$ cat src/rtl/tri_arb_pkg.sv
// Shared types and helpers for the tri-state bus owner arbiter.
package tri_arb_pkg;

    typedef enum logic [1:0] {
        IDLE,
        GRANT,
        TURN
    } tri_arb_state_t;

    localparam int unsigned TURN_W = 4;
    typedef logic [TURN_W-1:0] turn_cnt_t;

    // Index of the highest set bit; meant for one-hot vectors.
    function automatic int unsigned onehot_to_idx(input logic [31:0] vec);
        int unsigned idx;
        idx = 0;
        for (int i = 0; i < 32; i++) begin
            if (vec[i]) idx = int'(i);
        end
        return idx;
    endfunction

endpackage

$ cat src/rtl/tri_bus_arbiter_rr_pick.sv
// Combinational round-robin picker: first set request at or after ptr,
// wrapping at N_REQ-1, optionally skipping one index (the leaving owner).
module rr_pick #(
    parameter int N_REQ = 4,
    parameter int IDX_W = $clog2(N_REQ)
) (
    input  logic [N_REQ-1:0] req,
    input  logic [IDX_W-1:0] ptr,
    input  logic             excl_en,
    input  logic [IDX_W-1:0] excl_idx,
    output logic             any,
    output logic [IDX_W-1:0] idx
);

    // Scan candidates in rotated order; the first eligible one wins.
    always_comb begin
        logic [IDX_W-1:0] cand;
        any  = 1'b0;
        idx  = '0;
        cand = '0;
        for (int i = 0; i < N_REQ; i++) begin
            cand = IDX_W'((int'(ptr) + i) % N_REQ);
            if (!any && req[cand] && !(excl_en && (cand == excl_idx))) begin
                any = 1'b1;
                idx = cand;
            end
        end
    end

endmodule

$ cat src/rtl/tri_bus_arbiter.sv
// Round-robin owner arbiter for a shared tri-state/wired net.
// Optional tenure timeout with preemption: define TRI_ARB_TIMEOUT_EN.
//
//  state | meaning
//  IDLE  | no owner, arbitrate every cycle
//  GRANT | one requester drives the net
//  TURN  | all drivers released for TURN_CYC cycles before next owner
module tri_bus_arbiter
    import tri_arb_pkg::*;
#(
    parameter  int N_REQ    = 4,
    parameter  int TURN_CYC = 1,
    parameter  int HOLD_MAX = 8,
    localparam int IDX_W    = $clog2(N_REQ)
) (
    input  logic             clk,
    input  logic             rst,
    input  logic [N_REQ-1:0] req,
    output logic [N_REQ-1:0] gnt,
    output logic [IDX_W-1:0] owner,
    output logic             busy,
    output logic             preempt
);

    tri_arb_state_t   state, state_n;
    logic [N_REQ-1:0] gnt_n;
    logic [IDX_W-1:0] owner_n, ptr, ptr_n, owner_inc, pick_ptr, pick_idx;
    turn_cnt_t        turn_cnt, turn_cnt_n;
    logic             preempt_n, pick_any, pick_excl, force_end;

    assign busy      = |gnt;
    assign owner_inc = (owner == IDX_W'(N_REQ - 1)) ? '0 : owner + IDX_W'(1);
    // While granted, the picker looks ahead from owner+1 so a zero-gap
    // handoff can choose the next owner on the release edge itself.
    assign pick_excl = (state == GRANT);
    assign pick_ptr  = pick_excl ? owner_inc : ptr;

    rr_pick #(
        .N_REQ (N_REQ),
        .IDX_W (IDX_W)
    ) u_pick (
        .req      (req),
        .ptr      (pick_ptr),
        .excl_en  (pick_excl),
        .excl_idx (owner),
        .any      (pick_any),
        .idx      (pick_idx)
    );

`ifdef TRI_ARB_TIMEOUT_EN
    localparam int HOLD_W = $clog2(HOLD_MAX + 1);
    logic [HOLD_W-1:0] hold_cnt;

    // Tenure length: restarts at 1 when a new grant is loaded, saturates at HOLD_MAX.
    always_ff @(posedge clk) begin
        if (rst) begin
            hold_cnt <= '0;
        end else if (state_n == GRANT && gnt_n != gnt) begin
            hold_cnt <= HOLD_W'(1);
        end else if (state == GRANT && hold_cnt != HOLD_W'(HOLD_MAX)) begin
            hold_cnt <= hold_cnt + HOLD_W'(1);
        end
    end

    assign force_end = (state == GRANT) && (hold_cnt == HOLD_W'(HOLD_MAX)) && |(req & ~gnt);
`else
    assign force_end = 1'b0;
`endif

    // Next-state and next-output decode.
    always_comb begin
        state_n    = state;
        gnt_n      = gnt;
        owner_n    = owner;
        ptr_n      = ptr;
        turn_cnt_n = turn_cnt;
        preempt_n  = 1'b0;
        case (state)
            IDLE: begin
                if (pick_any) begin
                    gnt_n           = '0;
                    gnt_n[pick_idx] = 1'b1;
                    owner_n         = pick_idx;
                    state_n         = GRANT;
                end
            end
            GRANT: begin
                if (!req[owner] || force_end) begin
                    // A still-requesting owner here can only mean a forced end.
                    preempt_n = req[owner];
                    gnt_n     = '0;
                    ptr_n     = owner_inc;
                    if (TURN_CYC == 0) begin
                        if (pick_any) begin
                            gnt_n[pick_idx] = 1'b1;
                            owner_n         = pick_idx;
                        end else begin
                            state_n = IDLE;
                        end
                    end else begin
                        state_n    = TURN;
                        turn_cnt_n = '0;
                    end
                end
            end
            TURN: begin
                if (turn_cnt == turn_cnt_t'(TURN_CYC - 1)) begin
                    if (pick_any) begin
                        gnt_n           = '0;
                        gnt_n[pick_idx] = 1'b1;
                        owner_n         = pick_idx;
                        state_n         = GRANT;
                    end else begin
                        state_n = IDLE;
                    end
                end else begin
                    turn_cnt_n = turn_cnt + turn_cnt_t'(1);
                end
            end
            default: state_n = IDLE;
        endcase
    end

    // State and registered outputs.
    always_ff @(posedge clk) begin
        if (rst) begin
            state    <= IDLE;
            gnt      <= '0;
            owner    <= '0;
            ptr      <= '0;
            turn_cnt <= '0;
            preempt  <= 1'b0;
        end else begin
            state    <= state_n;
            gnt      <= gnt_n;
            owner    <= owner_n;
            ptr      <= ptr_n;
            turn_cnt <= turn_cnt_n;
            preempt  <= preempt_n;
        end
    end

    assert property (@(posedge clk) (N_REQ >= 2) && (TURN_CYC <= 15) && (HOLD_MAX >= 1));
    assert property (@(posedge clk) disable iff (rst) $onehot0(gnt));
    assert property (@(posedge clk) disable iff (rst)
        busy |-> (32'(owner) == onehot_to_idx(32'(gnt))));
    // With a turnaround configured, grant can never move straight between owners.
    assert property (@(posedge clk) disable iff (rst)
        ((TURN_CYC > 0) && busy && $past(busy)) |-> (gnt == $past(gnt)));

endmodule

$ cat config.mk
export PLATFORM = sky130hd
export DESIGN_NAME = tri_bus_arbiter
export DESIGN_NICKNAME = d
export VERILOG_FILES = /design/src/rtl/tri_arb_pkg.sv /design/src/rtl/tri_bus_arbiter_rr_pick.sv /design/src/rtl/tri_bus_arbiter.sv
export SDC_FILE = /design/constraint.sdc
export NUM_CORES = 1
export LEC_CHECK = 0
export BUFFER_PORTS_ARGS = -buffer_cell sky130_fd_sc_hd__buf_2
export CAP_MARGIN = 30
export CORE_MARGIN = 4
export CORE_UTILIZATION = 59
export CTS_BUF_LIST = sky130_fd_sc_hd__clkbuf_8
export CTS_CLUSTER_DIAMETER = 60
export DETAILED_ROUTE_END_ITERATION = 12
export GPL_TIMING_DRIVEN = 0
export PLACE_DENSITY_LB_ADDON = 0.15
export REMOVE_ABC_BUFFERS = 1
export SETUP_SLACK_MARGIN = 0.02
export SLEW_MARGIN = 5
export SYNTH_ARGS = -nofsm -noshare
export SYNTH_HDL_FRONTEND = slang
export SYNTH_SLANG_ARGS = --single-unit
$ cat constraint.sdc
create_clock -name clk -period 3.05 [get_ports clk]
set_input_delay 0.4575 -clock clk [delete_from_list [all_inputs] [get_ports clk]]
set_output_delay 0.4575 -clock clk [all_outputs]
set_load 0.05 [all_outputs]
# Word level (Yosys, flattened, before mapping)
# Cells that the tools add are included.
# W data, S select, Z words.
[word_totals]
regBits = 14
in_bits = 6
output_inout_bits = 8
word_cells = 95
[classes]
n_addsub = 5
n_lt_le_gt_ge = 7
eq_ne = 11
mux = 36
bitwise_logic = 1
n_reduce_logical = 30
[ops]
columns = ["cell", "count"]
rows = [
  ["$mux W2", 11],
  ["$lt A2 B3 Y1 const B", 6],
  ["$mux W4", 4],
  ["$logic_and A1 B1 Y1", 12],
  ["$pmux W4 S3", 1],
  ["$mux W1", 11],
  ["$bmux W1 S2", 5],
  ["$reduce_and A3 Y1", 3],
  ["$eq A2 B2 Y1", 4],
  ["$ne A2 B2 Y1 const B", 4],
  ["$pmux W4 S2", 1],
  ["$logic_not A1 Y1", 7],
  ["$pmux W2 S3", 1],
  ["$add A2 B1 Y2 const B", 2],
  ["$add A2 B2 Y2 const B", 2],
  ["$add A4 B1 Y4 const B", 1],
  ["$eq A2 B2 Y1 const B", 2],
  ["$logic_not A4 Y1", 1],
  ["$pmux W2 S2", 1],
  ["$reduce_and A2 Y1", 2],
  ["$reduce_bool A2 Y1", 2],
  ["$reduce_or A4 Y1", 1],
  ["$reduce_bool A3 Y1", 1],
  ["$demux W1 S2", 1],
  ["4 further kinds", 4],
]

# Depth between registers and ports, before layout
[depth]
ltp_word = 27
ltp_mapped = 9
ltp_nobuf = 8

# Hierarchy
# From an unflattened synthesis, not the netlist that was laid out.
[hier_totals]
hier_cells = 103
area_unflattened_um2 = 894.6
[by_module_without_submodules]
columns = ["module", "instances", "cells_per_inst", "area_per_inst_um2", "seq_area_each_um2"]
rows = [
  ["tri_bus_arbiter", 1, 82, 735.7, 280.3],
  ["rr_pick", 1, 21, 158.9, 0.0],
]

# Least setup slack after synthesis
# Ideal clock, no wire load.
[synth_timing]
path_kind = "register to register"
startpoint = "reg owner[1]"
endpoint = "reg gnt[2]"
setup_ps = 117
t_arrival_ps = 2835
required_time_ps = 2933
path_slack_ps = 97
stages_incl_launch_ff = 8
path_buffers = 0
period_less_slack_ps = 2953
path_cell_list = "dfxtp_1 > ha_1 > mux2_4 > a2111oi_4 > a221o_2 > nor4_1 > or4b_4 > a32o_1"
[synth_via]
elab_chain_len = 27
elab_cells_between_ends = 57
classes_between = "add/sub (4); order compare (2); eq/ne (6); mux (25); reduce/logical (20)"
[synth_rtl]
columns = ["item", "line_no", "text"]
rows = [
  ["start, declared", "tri_bus_arbiter.sv:20", "output logic [IDX_W-1:0] owner,"],
  ["start signal, assigned", "tri_bus_arbiter.sv:136", "owner <= owner_n;"],
  ["$add A2 B1 Y2 or $eq A2 B2 Y1 (tied branches)", "tri_bus_arbiter.sv:32", "assign owner_inc = (owner == IDX_W'(N_REQ - 1)) ? '0 : owner + IDX_W'(1);"],
  ["$mux W2 (*)", "tri_bus_arbiter.sv:32", ""],
  ["named net owner_inc[1]", "tri_bus_arbiter.sv:27", "logic [IDX_W-1:0] owner_n, ptr, ptr_n, owner_inc, pick_ptr, pick_idx;"],
  ["$mux W2 (*)", "tri_bus_arbiter.sv:36", "assign pick_ptr = pick_excl ? owner_inc : ptr;"],
  ["parallel branches: the longest is 21 deep, another holds $add A2 B1 Y2", "n/a", ""],
  ["$mux W4 (*)", "tri_bus_arbiter.sv:80, tri_bus_arbiter.sv:108", ""],
  ["$mux W4", "tri_bus_arbiter.sv:107", "if (turn_cnt == turn_cnt_t'(TURN_CYC - 1)) begin"],
  ["$pmux W4 S3 (*)", "tri_bus_arbiter.sv:78", "case (state)"],
  ["end signal, assigned", "tri_bus_arbiter.sv:135", "gnt <= gnt_n;"],
  ["end, declared", "tri_bus_arbiter.sv:19", "output logic [N_REQ-1:0] gnt,"],
]
# Mark *: on every way through the listed nets, which the timed path passes. The select of a mux whose other input is x is not followed.
# A chain may end at the register's enable or synchronous reset.

# Worst setup path after layout
[layout_timing]
startpoint = "reg owner[0]"
endpoint = "reg gnt[2]"
[layout_via]
elab_chain_len = 27
elab_cells_between_ends = 57
classes_between = "add/sub (4); order compare (2); eq/ne (6); mux (25); reduce/logical (20)"
[layout_rtl]
columns = ["item"]
rows = [
  ["parallel branches: the longest is 27 deep, another holds $add A2 B1 Y2"],
]
# Several ways; the timed one is not identified. The select of a mux whose other input is x is not followed.

==> results.cfg <==
[sta]
fin_tns_setup_ns = 0
drv_slew = 0
fmax_mhz = 344
min_period_ns = 2.91
holdWs_ns = 0.478
hold_viol_final = 0
relSlewSlack_pct = 59.2
skew_ns = 0.00671
grt_setup_unrepaired = no
fin_crit_sh_pct = 95.2
setup_viol = 0
tightestPinTransition_ns = 0.609
setup_slack_ns = 0.145

[global_routing]
grt_pass1_wl_microns = 3830
overflow = 0
antenna_found_initial = 0
busiest_layer = met2
grt_pass1_vias = 899
track_usage_pct = 19.0
grt_use_met1_pct = 23.3
grtUsageMet3_pct = 4.66
grt_max_degree = 14
grt_use_met2_pct = 32.2

[setup_path]
cp_top_family = compound AO/OA/AOI/OAI gates
crit_arrival_ns = 3.04
reg2regPathDepth = 8
rr_startpoint = owner[0]$_SDFFE_PP0P_
ff2ff_setup_slack_ns = 0.14
endpoint_kind = flip-flop
critPathLaunchType = flip-flop
crit_chain = ha_1, nor4b_4, a21o_2, a21oi_1, a221o_2, o211a_1, or4b_4, a32o_1
slowest_stage = or4b_4
critPathKind = flip-flop to flip-flop
worst-path-buf-inv = 0
path_max_fanout = 10
r2r_end = gnt[2]$_SDFFE_PP0P_
cp.required_ns = 3.18
setup.worst_path.start = owner[0]$_SDFFE_PP0P_
cp_slowest_stage_delay_ns = 0.54

[power_and_ir_drop]
totalPowerFinal_mw = 1.58
internal_power_mw = 0.750
seq_power_share_pct = 19.6
switching_share_pct = 52.6
p_sw_mw = 0.833
power.density_nw_per_um2 = 1270
clkPwrFrac_pct = 11.3
cellLeakagePower_nw = 0.499
vdd_drop_max_v = 0.000696
combPwrFrac_pct = 69.1

[yosys]
syn_inst = 124
synth_most_common_cell = dfxtp_1
async_flop_share_pct = 0
synth_top_area_share_pct = 25.7
synth_edf_count = 0
synth_fa_ha_area_share_pct = 3.44
synth-compound-area-share_pct = 28.9
synth_top_flop_cell = dfxtp_1
synthTopCellsByCount = 14 x dfxtp_1, 11 x a21oi_1, 11 x nor2_1
synth_seq_cells = 14
synth-simple-area-share_pct = 27.3
synth_area_leader_cell = dfxtp_1
synth.area.mux_share_pct = 5.62
synth_area_sq_um = 1090
synth_area_leaders = dfxtp_1 26%, a21oi_1 5.0%, nor2_1 3.8%
synthXorXnorAreaFrac_pct = 2.41
yosysWarnings = 0
yosysUniqueCellTypes = 48
avgSynthCellArea_sq_um = 8.80
synth_top_family_by_area = compound AO/OA/AOI/OAI gates
synth_seq_area_share_pct = 25.7

[drt]
post-route-drc-count = 0
wl_per_cell_microns = 14.5
ant_nets = 0
drtIter0Drc = 22
via_count = 988
first_pass_iters = 4
wl_microns = 2330
routed_via_density = 6.14

[floorplan]
initial_utilization_pct = 62.5
die_area_sq_um = 2600
die_h_microns = 51
num_rows = 15
coreArea_sq_um = 1750
ios = 14
dieWidth_microns = 51

[clock_tree]
cts_max_level = 1
clock_sinks = 14
cts-buffers-inserted = 3
cts_tree = built
clkSlewWorstSetupHoldPaths_ns = 0.06
clk_path_buf_depth = 2
root_buffer = clkbuf_8
clkLatencyLatePin_ns = 0.25

[final_layout]
antenna_cells = 0
final_layout_size_suffix_gt1_share_pct = 27.2
areaGrowthSynthToFinish_pct = 14.3
fin_area_sq_um = 1250
layout.nets = 146

[outcome]
outcome = complete, no violations

[worst_hold_path]
whs_path_depth = 2
hold_start = gnt[3]$_SDFFE_PP0P_
min_to = gnt[3]$_SDFFE_PP0P_
hold_class = flip-flop to flip-flop

[job]
maxCapViolCount = 0

[placement]
portBuffers = 12
preCtsSetupSlack_ns = 0.101
dpl_cell_area_sq_um = 1140
post-dp-hpwl_microns = 1700
finalWeightedCongestion = 0.887
==> registers in the layout (all words and copies together), names as in the netlist <==
name / count
state: 2
owner: 2
gnt: 4
ptr: 2
turn_cnt: 4
==> final cells by class <==
cell class	count	area, sq um
Clock buffer	4	55.1
Tap cell	25	31.3
Fill cell	146	498
Inverter	6	22.5
Timing Repair Buffer	14	87.6
Sequential cell	14	282
Multi-Input combinational cell	98	769
==> cell usage in the layout, fill, tap and decap left out, types with 3 or more instances in the layout <==
cell type,Yosys,final
dfxtp_1,14,13
clkbuf_8,0,4
a211oi_1,3,3
nor4_1,3,3
o21ai_0,3,3
ha_1,3,3
nand3_1,3,3
nor2_1,11,11
a21oi_1,11,11
buf_2,1,12
nand2_1,9,9
nand2b_1,3,3
inv_1,6,6
nor3_1,7,7
==> per-stage QoR <==
stage | instances | utilization [%]
after CTS | 159 | 68.2
after global placement | 155 | 65.1
after global routing | 161 | 71.5
after floorplan | 118 | -
after detailed placement | 155 | 65.1
final | 161 | 71.5
==> worst min-delay path: stages (launching register included) <==
cell and delay, ns:
dfxtp_1 0.31, nand3_1 0.06, o31ai_1 0.06
==> routing by layer <==
metal / up-vias / wire, microns
li1: 490 / -
met3: 4 / 102
met4: 0 / 20
met2: 22 / 1150
met1: 472 / 1060
met5: - / 0
==> worst max path at each step <==
| stage | to | slack [ns] | cells after the start |
|---|---|---|---|
| 2_1_floorplan | gnt[2]$_SDFFE_PP0P_ | -0.007 | 7 |
| 3_3_place_gp | gnt[2]$_SDFFE_PP0P_ | 0.18 | 8 |
| 3_5_place_dp | gnt[2]$_SDFFE_PP0P_ | 0.10 | 7 |
| 4_1_cts | gnt[2]$_SDFFE_PP0P_ | 0.08 | 7 |
| 5_1_grt | gnt[2]$_SDFFE_PP0P_ | 0.04 | 7 |
| 6_report | gnt[2]$_SDFFE_PP0P_ | 0.14 | 8 |
==> power groups by stage <==
stage               Combinational [mW]  Clock [mW]  Sequential [mW]
floorplan                        0.713           0            0.412
finish                            1.09       0.179            0.310
global route                      1.18       0.196            0.320
global placement                 0.982           0            0.303
CTS                               1.01       0.183            0.305
detailed placement                1.00           0            0.309
==> repair_timing <==
action | 4_1_cts | 5_1_grt
setup buffers | 0 | 2
setup endpoints to repair | 0 | 6
gates resized for setup | 0 | 5
hold buffers | 0 | 0
==> cell families after synthesis <==
| kind of cell | Yosys count |
|---|---|
| mux | 4 |
| other cells | 1 |
| fa+ha+maj | 3 |
| flops | 14 |
| xor+xnor | 3 |
| compound gates | 37 |
| buf+inv | 12 |
| simple gates | 50 |
Power figures use the tool's default switching activity.
